==> src/rtl/output_accum_buffer_pkg.sv <==
// Shared types and defaults for the output accumulation buffer.
// Holds the FSM state encoding and the default sizing constants.
package output_accum_buffer_pkg;

  localparam int OAB_DATA_W = 32;
  localparam int OAB_STEPS  = 4;
  localparam int OAB_CNT_W  = 2;

  typedef enum logic [1:0] {
    IDLE  = 2'd0,
    ACCUM = 2'd1,
    HOLD  = 2'd2
  } oab_state_e;

endpackage

==> src/rtl/output_accum_buffer.sv <==
// Sequences the shift count over all bit-pair positions, sums one partial per
// position and hands the result downstream over a valid/ready handshake.
//
// state | meaning
// IDLE  | waiting for start_i; result_o holds the last result
// ACCUM | requesting partial for shift_count_o, summing on partial_valid_i
// HOLD  | result_valid_o high until result_ready_i; start_i may chain a new run
import output_accum_buffer_pkg::*;

module output_accum_buffer #(
  parameter int DATA_W = OAB_DATA_W,
  parameter int STEPS  = OAB_STEPS,
  parameter int CNT_W  = OAB_CNT_W
) (
  input  logic              clk_i,
  input  logic              rst_ni,
  input  logic              start_i,
  input  logic [DATA_W-1:0] partial_i,
  input  logic              partial_valid_i,
  output logic [CNT_W-1:0]  shift_count_o,
  output logic              rd_en_o,
  output logic              busy_o,
  output logic [DATA_W-1:0] result_o,
  output logic              result_valid_o,
  input  logic              result_ready_i,
  output logic              ovf_o
);

  if ((2 ** CNT_W) < STEPS) begin : g_cnt_w_check
    $error("output_accum_buffer: CNT_W too narrow for STEPS");
  end

  localparam logic [CNT_W-1:0] LAST_STEP = CNT_W'(STEPS - 1);

  oab_state_e        state_q;
  logic [CNT_W-1:0]  step_q;
  logic [DATA_W-1:0] acc_q;
  logic [DATA_W:0]   sum_w;

  // Extra bit captures the carry-out feeding the sticky overflow flag.
  assign sum_w = {1'b0, acc_q} + {1'b0, partial_i};

  assign shift_count_o = step_q;
  assign rd_en_o       = (state_q == ACCUM);
  assign busy_o        = (state_q != IDLE);

  always_ff @(posedge clk_i or negedge rst_ni) begin
    if (!rst_ni) begin
      state_q        <= IDLE;
      step_q         <= '0;
      acc_q          <= '0;
      result_o       <= '0;
      result_valid_o <= 1'b0;
      ovf_o          <= 1'b0;
    end else begin
      case (state_q)
        IDLE: begin
          if (start_i) begin
            acc_q   <= '0;
            step_q  <= '0;
            ovf_o   <= 1'b0;
            state_q <= ACCUM;
          end
        end
        ACCUM: begin
          if (partial_valid_i) begin
            acc_q <= sum_w[DATA_W-1:0];
            ovf_o <= ovf_o | sum_w[DATA_W];
            if (step_q == LAST_STEP) begin
              result_o       <= sum_w[DATA_W-1:0];
              result_valid_o <= 1'b1;
              step_q         <= '0;
              state_q        <= HOLD;
            end else begin
              step_q <= step_q + CNT_W'(1);
            end
          end
        end
        HOLD: begin
          if (result_ready_i) begin
            result_valid_o <= 1'b0;
            if (start_i) begin
              acc_q   <= '0;
              step_q  <= '0;
              ovf_o   <= 1'b0;
              state_q <= ACCUM;
            end else begin
              state_q <= IDLE;
            end
          end
        end
        default: state_q <= IDLE;
      endcase
    end
  end

endmodule

==> config.mk <==
export PLATFORM = sky130hd
export DESIGN_NAME = output_accum_buffer
export DESIGN_NICKNAME = d
export VERILOG_FILES = /design/src/rtl/output_accum_buffer_pkg.sv /design/src/rtl/output_accum_buffer.sv
export SDC_FILE = /design/constraint.sdc
export NUM_CORES = 1
export LEC_CHECK = 0
export ABC_AREA = 1
export CORE_MARGIN = 3
export CORE_UTILIZATION = 40
export DETAILED_ROUTE_END_ITERATION = 10
export SYNTH_ARGS = -nofsm -noshare
export SYNTH_HDL_FRONTEND = slang
export SYNTH_SLANG_ARGS = --single-unit
==> constraint.sdc <==
create_clock -name clk_i -period 3.9 [get_ports clk_i]
set_input_delay 0.585 -clock clk_i [delete_from_list [all_inputs] [get_ports clk_i]]
set_output_delay 0.585 -clock clk_i [all_outputs]
set_load 0.01 [all_outputs]
Yosys cells after proc, flatten, opt, wreduce, memory -nomap -nowiden

Index checks and enable logic that the tools add are counted.

Register bits after elaboration: 70
Latch bits: 0
RAM bits: 0
Bits in read-only memories: 0
Output and inout bits: 38
Word-level logic and storage cells: 47
Memories kept: 0

Add/sub/neg operators: 2
Multiply operators: 0
Divide/modulo/power cells: 0
Order comparisons: 0
Equal/unequal tests: 7
Shift-type cells: 0
Mux-type cells: 23
Bitwise operators: 1
Reductions and logical operators: 8

Operators with widths:

| operator                                              | count |
|---|---|
| two-way mux 32 bit                                    | 3 |
| one-hot mux 32 bit (3 select lines)                   | 1 |
| adder 32 x 32 -> 33 bit                               | 1 |
| two-way mux 2 bit                                     | 8 |
| one-hot mux 2 bit (3 select lines)                    | 2 |
| AND reduction 4 bit                                   | 2 |
| two-way mux 1 bit                                     | 7 |
| inequality test 2 bit, second input constant          | 3 |
| AND reduction 3 bit                                   | 2 |
| equality test 2 bit, second input constant            | 2 |
| nonzero test 2 bit                                    | 2 |
| one-hot mux 1 bit (3 select lines)                    | 1 |
| nonzero test 3 bit                                    | 1 |
| adder 2 x 1 -> 2 bit, second input constant           | 1 |
| equality test 2 x 1 -> 1 bit, second input constant   | 1 |
| zero test 2 bit                                       | 1 |
| inequality test 2 x 1 -> 1 bit, second input constant | 1 |
| one-hot mux 1 bit (2 select lines)                    | 1 |
| bitwise OR 1 bit                                      | 1 |

Logic depth before layout (Yosys ltp)

Gate-level depths: netlist of the first run.

Depth after elaboration: 4
Gate-level depth with buffers: 13

Worst setup path before layout of the first run

Ideal clock, no wire load.

Path kind: input to register
Start: input port partial_i[0]
End: register acc_q[16]
Setup time: 0.117 ns
Data arrival time: 2.015 ns
Path slack: 1.768 ns
Stages: 11
Cell sequence: ha_1 > fa_1 > nand3_1 > nand3_1 > nand2_1 > nand2_1 > nand2_1 > nand2_1 > or2_1 > nand3_1 > nand2_1

Longest elaborated chain between the ends: 3

Ends and longest elaborated chain:

| element                             | RTL line                  | RTL |
|---|---|---|
| start, declared                     | output_accum_buffer.sv:18 | `input logic [DATA_W-1:0] partial_i,` |
| adder 32 x 32 -> 33 bit             | output_accum_buffer.sv:41 | `assign sum_w = {1'b0, acc_q} + {1'b0, partial_i};` |
| two-way mux 32 bit                  | output_accum_buffer.sv:66 | `if (partial_valid_i) begin` |
| one-hot mux 32 bit (3 select lines) | output_accum_buffer.sv:56 | `case (state_q)` |
| end signal, assigned                | output_accum_buffer.sv:67 | `acc_q <= sum_w[DATA_W-1:0];` |
| end, declared                       | output_accum_buffer.sv:37 | `logic [DATA_W-1:0] acc_q;` |

Every way passes these cells. The select of a mux whose other input is x is not followed.
A chain may end at the register's enable or synchronous reset.

Final worst setup path of the first run

Same ends and word-level chain as after synthesis.

==> results.sh, run 1 <==
export IMPL_yosys_warnings=0
export IMPL_finalCriticalPeriod_ns=2.45
export IMPL_finalInstanceArea_mm2=0.00623
export IMPL_end_kind="flip-flop"
export IMPL_dieWidth_um=118
export IMPL_chipHeight_um=118
export IMPL_placed_area_mm2=0.00594
export IMPL_pwr_share_clk=0.161
export IMPL_syn_nets=849
export IMPL_grt_pass1_wl_um=24900
export IMPL_totalWireLength_um=14600
export IMPL_ys_ff_latch=70
export IMPL_power_frac_comb=0.589
export IMPL_drv_cap=0
export IMPL_worst_ep_arrival_time_ns=2.67
export IMPL_vias=4869
export IMPL_ys_seq_area_frac=0.346
export IMPL_grtUsageTotal=0.221
export IMPL_io_buffers=74
export IMPL_drive_above_1_share=0.0386
export IMPL_place_congestion=0.912
export IMPL_drtAntennaViolNets=0
export IMPL_cts_tree="done"
export IMPL_p_per_area_mw_per_mm2=821
export IMPL_grt_max_degree=48
export IMPL_first_pass_iters=5
export IMPL_initial_utilization=0.416
export IMPL_cts_hold_buffers=0
export IMPL_fin_crit_sh=0.628
export IMPL_clk_latency_ns=0.34
export IMPL_avgRoutedWirePerCell_um=14.3
export IMPL_yosysUniqueCellTypes=32
export IMPL_relSlewSlack=0.440
export IMPL_rows=40
export IMPL_core_mm2=0.0122
export IMPL_worstMarginPinSlew_ns=0.839
export IMPL_cp_max_fo=4
export IMPL_post_cts_setup_buffers=0
export IMPL_netlist_area_mm2=0.00506
export IMPL_run_status="finished, final reports clean"
export IMPL_mostFrequentLayoutCell="nand2_1"
export IMPL_final_hold_violation_count=0
export IMPL_vdd_drop_max_mv=0.431
export IMPL_syn_inst=778
export IMPL_setup_tns_ns=0
export IMPL_final_cell_mix="335 x nand2_1, 117 x inv_1, 73 x clkdlybuf4s50_1, 70 x dfrtp_1, 61 x nand3_1"
export IMPL_power_frac_seq=0.249
export IMPL_finalNetCount=923
export IMPL_syn_to_final_growth_pct=23.3
export IMPL_p_sw_mw=2.36
export IMPL_setup_viol=0
export IMPL_die_area_mm2=0.0140
export IMPL_critPathKind="in -> reg"
export IMPL_dr_first_iter_drc_count=399
export IMPL_post_route_drc_count=0
export IMPL_grt_setup_unrepaired="false"
export IMPL_cts_buffers_inserted=9
export IMPL_finalPower_mw=5.12
export IMPL_intPower_mw=2.76
export IMPL_clk_pin_slew_ns=0.05
export IMPL_antenna_cells=0
export IMPL_cts_sinks=70
export IMPL_cts_root_buffer="clkbuf_16"
export IMPL_hold_path_class="in -> async"
export IMPL_swShare=0.460
export IMPL_fin_skew_ns=0.00621
export IMPL_io_pins=75
export IMPL_htree_levels=3
export IMPL_cts_max_path_buffers=2
export IMPL_final_cells=1023
export IMPL_grt_pass1_vias=4919
export IMPL_numPlacedInstances=1009
export IMPL_cp_data_required_time_ns=4.12
export IMPL_viasPerCell=4.76
export IMPL_syn_avg_cell_area_um2=6.50
export IMPL_reg2reg_slack_ns=1.73
export IMPL_fmaxAchievable_ghz=0.408
export IMPL_hpwlAfterDp_um=11100
export IMPL_finalMaxSlewViolations=0
export IMPL_cp_start_kind="input pin"
export IMPL_grt_overflow=0
export IMPL_cts_resized=0
export IMPL_leakage_nw=3.45
export IMPL_antenna_found_initial=0
-- cells by family after synthesis --
family          share of synthesized area
buf+inv                             0.107
fa+ha+maj                          0.0856
simple gates                        0.375
flops                               0.346
compound gates                     0.0616
xor+xnor                           0.0243
-- area by class of cell --
class	count	area, µm²
fill	1297	5930
multi-input combinational	570	2760
sequential	70	1750
timing repair buffer	76	751
inverter	125	469
clock buffer	13	260
tap	168	210
clock inverter	1	30.0
-- critical path, cell delays in order --
cell and delay [ns]:
clkdlybuf4s50_1 0.40, ha_1 0.24, fa_1 0.47, nand3_1 0.11
nand3_1 0.14, nand2_1 0.10, nand2_1 0.10, nand2_1 0.07
nand2_1 0.08, or2_1 0.23, nand3_1 0.07, nand2_1 0.06
-- path summary, 6_finish.rpt --
check / startpoint / to / depth (start not counted)
setup / recovery: partial_i[0] / acc_q[16] / 12
hold / removal: rst_ni / result_o[13] / 1
setup reg to reg: acc_q[0] / acc_q[16] / 11
hold reg to reg: result_o[18] / result_o[18] / 2
max in group asynchronous: rst_ni / state_q[1] / 2
min in group clk_i: result_o[18] / result_o[18] / 2
-- flip-flops by register name, indices dropped and copies added, names as in the netlist --
| signal | count |
|---|---|
| acc_q | 32 |
| ovf_o | 1 |
| result_o | 32 |
| result_valid_o | 1 |
| shift_count_o | 2 |
| state_q | 2 |
-- synth_stat cells (all sizes together) --
cell type  number  share of area
clkbuf          2         0.0015
ha             33          0.082
fa              1         0.0040
xnor2          11          0.019
o21ai          28          0.028
or2             2         0.0025
xor2            3         0.0052
nand3          64          0.066
dfrtp          70           0.35
nor3            5         0.0049
inv           124          0.092
a31oi           1         0.0012
nand3b          3         0.0045
a21oi          21          0.022
nand2         339           0.25
a22o            2         0.0035
o311ai          1         0.0017
o21bai          3         0.0045
o21a            1         0.0015
nor2           48          0.038
clkinv          1        0.00074
buf            11          0.013
and2            1         0.0012
nand4           3         0.0037
-- power groups by stage --
| stage | sequential, mW | clock (mW) | combinational [mW] |
|---|---|---|---|
| 2_1_floorplan | 1.32 | 0 | 1.96 |
| 3_3_place_gp | 1.27 | 0 | 2.99 |
| 3_5_place_dp | 1.28 | 0 | 3.02 |
| 4_1_cts | 1.28 | 0.854 | 3.03 |
| 5_1_grt | 1.32 | 0.881 | 3.46 |
| 6_report | 1.28 | 0.826 | 3.02 |
-- per-stage QoR --
| step | utilization | hold WS, ns | setup WS [ns] |
|---|---|---|---|
| finish | 0.513 | 0.299 | 1.45 |
| global route | 0.513 | 0.339 | 1.23 |
| CTS | 0.513 | 0.313 | 1.47 |
| detailed placement | 0.489 | 0.464 | 1.11 |
| global placement | 0.489 | 0.459 | 1.15 |
| floorplan | - | 0.289 | 1.77 |
-- layer usage --
metal | up-vias | share of wire | global-route usage
met3 | 8 | 0.055 | 0.0445
met1 | 2185 | 0.50 | 0.317
li1 | 2543 | - | -
met4 | 0 | 0.0084 | 0.0500
met2 | 133 | 0.43 | 0.344
met5 | - | 0 | 0
Note: power is estimated with default switching activity, not from simulation.
==> run 2: changes to the inputs <==
- clock period: 3.9 -> 2.15 ns (I/O delays scaled with it)
==> run 2 against run 1 <==
Clock power increased by 72%. Via count rose by 6.2%. Routed wire length rose by 1.9%. Global-route usage is 0.072 points higher. Critical path depth shrank 1. Non-clock buffer count is 63 higher. Die area is the same. Register-to-register slack got worse by 1.6 ns. Count of clock-buffer cells in the layout unchanged. Final cell count up 6.2%. Clock skew is essentially flat. Hold slack gained 0.15 ns. Largest cell class unchanged.
==> results.sh, run 2 (same netlist as run 1, synthesis figures left out) <==
export IMPL_run_status="finished, final reports clean"
export IMPL_grt_pass1_wl_um=24900
export IMPL_grt_pass1_vias=5066
export IMPL_finalNetCount=986
export IMPL_cp_max_fo=3
export IMPL_syn_to_final_growth_pct=33.4
export IMPL_core_mm2=0.0122
export IMPL_vias=5172
export IMPL_numPlacedInstances=1071
export IMPL_p_per_area_mw_per_mm2=1480
export IMPL_leakage_nw=3.77
export IMPL_worst_ep_arrival_time_ns=2.28
export IMPL_post_cts_setup_buffers=0
export IMPL_final_util=0.555
export IMPL_hpwlAfterDp_um=11500
export IMPL_clk_pin_slew_ns=0.06
export IMPL_largest_registers="acc_q (32), result_o (32)"
export IMPL_end_kind="flip-flop"
export IMPL_cts_max_path_buffers=2
export IMPL_viasPerCell=4.76
export IMPL_post_route_drc_count=0
export IMPL_cts_buffers_inserted=9
export IMPL_drtAntennaViolNets=0
export IMPL_relSlewSlack=0.454
export IMPL_cts_sinks=70
export IMPL_dr_first_iter_drc_count=360
export IMPL_die_area_mm2=0.0140
export IMPL_final_cells=1086
export IMPL_vdd_drop_max_mv=0.804
export IMPL_grt_overflow=0
export IMPL_final_cell_mix="335 x nand2_1, 117 x inv_1, 73 x clkdlybuf4s50_1, 70 x dfrtp_1, 63 x buf_4"
export IMPL_initial_utilization=0.416
export IMPL_finalMaxSlewViolations=0
export IMPL_hold_path_class="in -> async"
export IMPL_cp_data_required_time_ns=2.38
export IMPL_cts_tree="done"
export IMPL_antenna_cells=0
export IMPL_final_hold_violation_count=0
export IMPL_setup_viol=0
export IMPL_place_congestion=0.928
export IMPL_io_buffers=74
export IMPL_finalCriticalPeriod_ns=2.05
export IMPL_dieWidth_um=118
export IMPL_htree_levels=3
export IMPL_chipHeight_um=118
export IMPL_mostFrequentLayoutCell="nand2_1"
export IMPL_avgRoutedWirePerCell_um=13.7
export IMPL_cp_start_kind="input pin"
export IMPL_fillers=1240
export IMPL_fin_crit_sh=0.953
export IMPL_worstMarginPinSlew_ns=0.819
export IMPL_grt_max_degree=48
export IMPL_clk_latency_ns=0.34
export IMPL_drive_above_1_share=0.110
export IMPL_critPathKind="in -> reg"
export IMPL_drv_cap=0
export IMPL_io_pins=75
export IMPL_cts_root_buffer="clkbuf_16"
export IMPL_totalWireLength_um=14900
export IMPL_fin_skew_ns=0.00624
export IMPL_first_pass_iters=4
export IMPL_fmaxAchievable_ghz=0.488
export IMPL_grtUsageTotal=0.221
export IMPL_rows=40
export IMPL_antenna_found_initial=0
-- run 2: worst max-delay path, stage by stage --
cell and delay (ns):
clkdlybuf4s50_1 0.46, ha_1 0.32, nand2_1 0.06, a21oi_1 0.27
nand3_1 0.13, nand3_1 0.23, nand2_1 0.18, nand2_1 0.11
nand2_1 0.06, nand3_1 0.07, nand2_1 0.05
-- run 2: cell type report --
type / instances / area [µm²] / share of cell area
Clock buffer: 13 / 270 / 0.0401
Clock inverter: 1 / 5.00 / 0.000742
Inverter: 125 / 469 / 0.0696
Multi-Input combinational cell: 570 / 2800 / 0.415
Sequential cell: 70 / 1750 / 0.260
Tap cell: 168 / 210 / 0.0312
Timing Repair Buffer: 139 / 1240 / 0.184
-- run 2: timing repair --
| action | in CTS | in global routing |
|---|---|---|
| gates resized for setup | 0 | 5 |
| setup endpoints to repair | 0 | 7 |
| hold buffers | 1 | 0 |
| endpoints found under the hold margin | 16 | 0 |
-- run 2: through the flow --
stage               total power [mW]  hold slack [ns]  setup slack (ns)   TNS (ns)  cell area, µm²
floorplan                       5.95           0.0269             0.249          0            5060
global placement                8.42            0.292            -0.237      -6.17            6420
detailed placement              8.49            0.291            -0.236      -6.98            6420
CTS                             10.0            0.464             0.148          0            6710
global route                    11.0            0.501         -0.000364  -0.000364            6750
finish                          9.99            0.452             0.101          0            6750
-- run 2: routing by layer --
layer,share of wire,track usage
met1,0.51,0.322
met2,0.43,0.341
met3,0.053,0.0325
met4,0.014,0.0688
met5,0,0
-- run 2: power breakdown --
| group | leakage (nW) | internal [mW] | switching (mW) |
|---|---|---|---|
| sequential | 0.870 | 1.94 | 0.375 |
| clock | 0.138 | 0.861 | 0.558 |
| combinational | 2.76 | 2.75 | 3.51 |
| total | 3.77 | 5.55 | 4.44 |
-- run 2: final timing paths --
kind                              start           end  slack (ns)  depth (start not counted)
max                        partial_i[1]  result_o[27]        0.10                         11
min                              rst_ni     acc_q[14]        0.45                          2
max reg2reg                    acc_q[1]  result_o[27]        0.15                         10
min reg2reg                 result_o[2]   result_o[2]        0.47                          2
max in group asynchronous        rst_ni  result_o[30]        1.05                          3
min in group clk_i          result_o[2]   result_o[2]        0.47                          2
